$ cat config.mk
export PLATFORM = sky130hd
export DESIGN_NAME = spi_fb_writer
export DESIGN_NICKNAME = d
export VERILOG_FILES = /design/src/rtl/fb_pkg.sv /design/src/rtl/sync2.sv /design/src/rtl/spi_fb_writer.sv
export SDC_FILE = /design/constraint.sdc
export NUM_CORES = 1
export LEC_CHECK = 0
export CAP_MARGIN = 25
export CORE_MARGIN = 1.5
export CORE_UTILIZATION = 50
export DETAILED_ROUTE_END_ITERATION = 12
export PLACE_DENSITY = 0.77
export SYNTH_ARGS = -nofsm -noshare
export SYNTH_HDL_FRONTEND = slang
export SYNTH_SLANG_ARGS = --single-unit
$ cat constraint.sdc
create_clock -name main_clk -period 2.5 [get_ports main_clk]
set_clock_uncertainty 0.15 [all_clocks]
set_input_delay 0.75 -clock main_clk [delete_from_list [all_inputs] [get_ports main_clk]]
set_output_delay 0.75 -clock main_clk [all_outputs]
set_load 0.05 [all_outputs]
$ cat src/rtl/fb_pkg.sv
// Shared framebuffer constants, SPI opcodes and the parser state encoding.
// The VGA read-address generator imports the same geometry constants.
package fb_pkg;

    // 640x480 at 1 bpp
    localparam int unsigned FB_BYTES_DEFAULT = 38400;
    localparam int unsigned ADDR_W_DEFAULT   = 16;

    localparam logic [7:0] OP_WRITE  = 8'h01;
    localparam logic [7:0] OP_FILL   = 8'h02;
    localparam logic [7:0] OP_STATUS = 8'h03;

    typedef enum logic [2:0] {
        ST_CMD,
        ST_ADDR_HI,
        ST_ADDR_LO,
        ST_DATA,
        ST_FILL_VAL,
        ST_FILL,
        ST_DISCARD
    } state_t;

endpackage

$ cat src/rtl/sync2.sv
// Generic two-flop synchronizer for a single asynchronous level signal.
module sync2 #(
    parameter logic RESET_VAL = 1'b0
) (
    input  logic main_clk,
    input  logic rst,
    input  logic d,
    output logic q
);

    logic meta;

    // Shift the raw level through two flops; both start at the idle level.
    // NOTE: clocked state uses <= so every flop samples its pre-edge input;
    // with = the second flop would see the first one's new value in the same edge.
    always_ff @(posedge main_clk or posedge rst) begin
        if (rst) begin
            meta <= RESET_VAL;
            q    <= RESET_VAL;
        end else begin
            meta <= d;
            q    <= meta;
        end
    end

endmodule

$ cat src/rtl/spi_fb_writer.sv
// SPI command parser driving the screen RAM write port: framed WRITE with
// auto-incrementing wrapped pointer, hardware FILL, sticky error and a
// status byte for the SPI transmit path.
module spi_fb_writer
    import fb_pkg::*;
#(
    parameter int unsigned FB_BYTES = FB_BYTES_DEFAULT,
    parameter int unsigned ADDR_W   = ADDR_W_DEFAULT
) (
    input  logic              main_clk,
    input  logic              rst,
    input  logic              cs_n,
    input  logic              rx_dv,
    input  logic [7:0]        rx_byte,
    output logic [ADDR_W-1:0] wr_addr,
    output logic [7:0]        wr_data,
    output logic              wr_en,
    output logic [7:0]        tx_byte,
    output logic              busy,
    output logic              err
);

    localparam logic [ADDR_W-1:0] LAST_ADDR = ADDR_W'(FB_BYTES - 1);

    state_t            state, state_d;
    logic              cs_s;
    logic [ADDR_W-1:0] ptr, ptr_d;
    logic [7:0]        addr_hi, addr_hi_d;
    logic [7:0]        fill_val, fill_val_d;
    logic              wr_en_d;
    logic [ADDR_W-1:0] wr_addr_d;
    logic [7:0]        wr_data_d;
    logic              err_set, err_clr, err_d;
    logic [15:0]       hdr_addr;
    logic              hdr_ok;

    // Wrap is an explicit compare against the last framebuffer byte, so a
    // framebuffer smaller than 2**ADDR_W never walks into unmapped addresses.
    function automatic logic [ADDR_W-1:0] next_ptr(input logic [ADDR_W-1:0] p);
        return (p == LAST_ADDR) ? '0 : p + 1'b1;
    endfunction

    // Chip select idles high, so the synchronizer resets to deasserted.
    sync2 #(.RESET_VAL(1'b1)) u_cs_sync (
        .main_clk (main_clk),
        .rst      (rst),
        .d        (cs_n),
        .q        (cs_s)
    );

    assign hdr_addr = {addr_hi, rx_byte};
    assign hdr_ok   = 32'(hdr_addr) < FB_BYTES;
    assign busy     = (state == ST_FILL);

    // Parser state register.
    always_ff @(posedge main_clk or posedge rst) begin
        if (rst) state <= ST_CMD;
        else     state <= state_d;
    end

    // Next-state, pointer and registered write-port decode.
    // NOTE: every signal gets its hold/idle value before the case so no path
    // leaves one unassigned, which is what would otherwise infer a latch.
    always_comb begin
        state_d    = state;
        ptr_d      = ptr;
        addr_hi_d  = addr_hi;
        fill_val_d = fill_val;
        wr_en_d    = 1'b0;
        wr_addr_d  = wr_addr;
        wr_data_d  = wr_data;
        err_set    = 1'b0;
        err_clr    = 1'b0;

        case (state)
            ST_CMD: begin
                if (rx_dv) begin
                    case (rx_byte)
                        OP_WRITE:  state_d = ST_ADDR_HI;
                        OP_FILL:   state_d = ST_FILL_VAL;
                        OP_STATUS: begin
                            err_clr = 1'b1;
                            state_d = ST_DISCARD;
                        end
                        default: begin
                            err_set = 1'b1;
                            state_d = ST_DISCARD;
                        end
                    endcase
                end
            end
            ST_ADDR_HI: begin
                if (rx_dv) begin
                    addr_hi_d = rx_byte;
                    state_d   = ST_ADDR_LO;
                end
            end
            ST_ADDR_LO: begin
                if (rx_dv) begin
                    if (hdr_ok) begin
                        ptr_d   = ADDR_W'(hdr_addr);
                        state_d = ST_DATA;
                    end else begin
                        err_set = 1'b1;
                        state_d = ST_DISCARD;
                    end
                end
            end
            ST_DATA: begin
                if (rx_dv) begin
                    wr_en_d   = 1'b1;
                    wr_addr_d = ptr;
                    wr_data_d = rx_byte;
                    ptr_d     = next_ptr(ptr);
                end
            end
            ST_FILL_VAL: begin
                // The write to address 0 is issued here so the first fill
                // write lands one cycle after the value byte; the pointer
                // then holds the address of the following write.
                if (rx_dv) begin
                    fill_val_d = rx_byte;
                    wr_en_d    = 1'b1;
                    wr_addr_d  = '0;
                    wr_data_d  = rx_byte;
                    ptr_d      = next_ptr('0);
                    state_d    = ST_FILL;
                end
            end
            ST_FILL: begin
                if (rx_dv) err_set = 1'b1;
                if (wr_addr == LAST_ADDR) begin
                    state_d = cs_s ? ST_CMD : ST_DISCARD;
                end else begin
                    wr_en_d   = 1'b1;
                    wr_addr_d = ptr;
                    wr_data_d = fill_val;
                    ptr_d     = next_ptr(ptr);
                end
            end
            ST_DISCARD: ;
            default:    state_d = ST_CMD;
        endcase

        // End of transaction returns to CMD, but a fill whose first write is
        // already out always runs to completion.
        if (cs_s && state != ST_FILL && state_d != ST_FILL) state_d = ST_CMD;

        err_d = (err | err_set) & ~err_clr;
    end

    // Datapath and output registers; tx_byte mirrors busy/err one cycle late.
    always_ff @(posedge main_clk or posedge rst) begin
        if (rst) begin
            ptr      <= '0;
            addr_hi  <= '0;
            fill_val <= '0;
            wr_en    <= 1'b0;
            wr_addr  <= '0;
            wr_data  <= '0;
            err      <= 1'b0;
            tx_byte  <= '0;
        end else begin
            ptr      <= ptr_d;
            addr_hi  <= addr_hi_d;
            fill_val <= fill_val_d;
            wr_en    <= wr_en_d;
            wr_addr  <= wr_addr_d;
            wr_data  <= wr_data_d;
            err      <= err_d;
            tx_byte  <= {busy, err, 6'b0};
        end
    end

endmodule

==> flow_metrics.py <==
metrics = {
    "cts": {
        "cts_tree": "built",
        "cts.htree.levels": 3,
        "ctsHoldBuffers": 0,
        "cts_buffers": 9,
        "clk_pin_slew_ns": 0.07,
        "cts_buffer_depth": 2,
        "clkLatencyLatePin_ns": 0.35,
        "cts_setup_buffers": 0,
        "cts.sinks": 65,
        "clockRootBuffer": "clkbuf_8",
    },
    "grt": {
        "grt_pass1_vias": 2747,
        "grt_antenna_before_repair": 0,
        "grt_max_degree": 47,
        "grt_overflow": 0,
        "grt_pass1_wl_um": 13400,
        "track_usage": 0.234,
    },
    "critical_path": {
        "slowest_delay_ns": 0.82,
        "crit_buf_inv": 1,
        "path_cells": "clkdlybuf4s50_1",
        "path_class": "register to primary output",
        "cp_slowest_cell": "clkdlybuf4s50_1",
        "crit_arrival_ns": 1.55,
        "crit_path_end_kind": "primary output",
        "r2r_cells": 6,
        "startpoint_type": "register",
        "startpoint": "wr_addr[4]",
        "crit_family": "buffers and inverters",
        "worst-path-stages": 1,
        "reg2reg_from": "wr_addr[11]",
        "required_ns": 1.60,
        "cp_max_fo": 3,
    },
    "synth": {
        "netlist_instances": 353,
        "synth.top_cell.area_share": 0.454,
        "async_flop_share": 1.00,
        "ys.flop_type": "dfrtp_1",
        "ys_types": 56,
        "syn_area_mm2": 0.00347,
        "synth_edf_count": 0,
        "avgSynthCellArea_um2": 9.84,
        "yosysTopAreaCell": "dfrtp_1",
        "seq_area_frac_synth": 0.469,
        "synth_seq_cells": 65,
        "synth_area_leaders": "dfrtp_1 (45%), nand2_1 (6.6%), mux2_2 (6.5%), mux2i_1 (4.6%), a22o_1 (4.0%)",
        "synth_warnings": 0,
    },
    "routing": {
        "dr_total_vias": 2887,
        "wl_per_cell_um": 16.0,
        "postRouteAntennaNets": 0,
        "wl_um": 8050,
        "avgViaCountPerCell": 5.73,
        "drt_iter0_drc": 204,
        "first_pass_iters": 4,
        "drc_errors": 0,
    },
    "run": {
        "cap_violations": 0,
    },
    "timing": {
        "maxSlewHeadroom": 0.611,
        "period_share": 0.982,
        "max_freq_ghz": 0.407,
        "rsz0062_at_grt": "false",
        "slew_viol_final": 0,
        "hold_viol_final": 0,
        "setup_viol": 0,
        "fin_crit_ns": 2.45,
        "tightest_slew_ns": 0.569,
    },
    "placement": {
        "io_buffers": 40,
        "place.gp.congestion": 0.915,
        "hpwl_um": 5720,
        "place_area_mm2": 0.00418,
    },
    "final_layout": {
        "layout_commonest_cell": "nand2_1",
        "fin_nets": 432,
        "syn_to_final_growth_pct": 27.5,
        "final_area_mm2": 0.00443,
        "utilization": 0.656,
        "drive_gt1_frac": 0.229,
        "diodes": 0,
        "final_cell_mix": "nand2_1 (60), dfrtp_1 (58), clkdlybuf4s50_1 (36)",
    },
    "floorplanning": {
        "die_y_um": 86.3,
        "io_pins": 47,
        "initial_core_util": 0.514,
        "row_count": 30,
        "die_area_mm2": 0.00746,
        "core_mm2": 0.00676,
        "die_w_um": 86.3,
    },
    "power_and_ir_drop": {
        "power_leakage_nw": 2.10,
        "max-vdd-ir-drop_mv": 0.568,
        "powerDensity_mw_per_mm2": 1320,
        "power_w": 0.00583,
    },
    "run_status": {
        "outcome": "finished clean",
    },
    "worst_hold_path": {
        "hp-start": "u_cs_sync.meta",
        "min_path_cells": 0,
        "min_path_type": "register to register",
    },
}
[sequential cells by signal (all words and copies together), names as in the netlist]
name            count
wr_data             8
wr_addr            16
tx_byte             2
fill_val            8
u_cs_sync.q         1
wr_en               1
u_cs_sync.meta      1
addr_hi             8
state               3
err                 1
ptr                16
[per-layer routing]
metal,up-vias,GRT usage,share of wire
met5,-,0,0
met4,0,0.122,0.024
met3,18,0.0371,0.043
met2,78,0.359,0.48
met1,1416,0.321,0.46
li1,1375,-,-
[worst paths after layout]
| kind | slack, ns | end |
|---|---|---|
| min | 0.21 | u_cs_sync.q |
| min reg2reg | 0.21 | u_cs_sync.q |
| min in group asynchronous | 0.66 | fill_val[0] |
| max reg2reg | 0.23 | state[2] |
| max | 0.05 | wr_addr[4] |
| max in group asynchronous | 1.25 | u_cs_sync.meta |
[final cells by class]
class	count	area (um^2)
Timing Repair Buffer	76	726
Inverter	24	93.8
Multi-Input combinational cell	243	1680
Fill cell	543	2330
Clock inverter	3	40.0
Clock buffer	13	159
Sequential cell	65	1640
Tap cell	80	100
[power by group]
group	total [W]	internal, W	switching, W
Sequential	0.00195	0.00152	0.000428
Combinational	0.00298	0.00128	0.00169
Clock	0.000907	0.000513	0.000395
[synthesized netlist by cell type (3+ instances only)]
cell,n
nand4_1,5
nor2_1,10
mux2_2,20
o31ai_1,7
nand2_1,61
mux2_4,3
inv_1,24
dfrtp_1,63
a31oi_1,3
clkbuf_1,17
mux2i_1,16
and3_1,9
nand3_1,8
nand2b_1,6
buf_4,6
o21ai_0,21
a21oi_1,5
nor4_1,3
a22o_1,16
nor3_1,5
o41ai_1,4
[stage by stage]
stage	TNS [ns]	hold WS [ns]	worst slack [ns]	instances
6_report	0	0.206	0.0459	504
5_1_grt	0	0.209	0.00187	504
4_1_cts	0	0.207	0.0386	504
3_5_place_dp	-5.86	0.202	-0.350	488
3_3_place_gp	-3.96	0.197	-0.323	488
2_1_floorplan	0	0.195	0.00755	358
[cells by family after synthesis]
group | after synthesis | synth area share
fa+ha+maj | 1 | 0.00360
flops | 65 | 0.469
simple gates | 124 | 0.183
other cells | 1 | 0.00108
compound gates | 73 | 0.151
mux | 39 | 0.124
buf+inv | 50 | 0.0677
[repair_timing]
item | in CTS | in global routing
gates resized for setup | 4 | 9
hold endpoints to repair | 0 | 0
pin swaps | 0 | 1
setup endpoints to repair | 3 | 5
No activity file was read; power rests on OpenSTA's default activity.
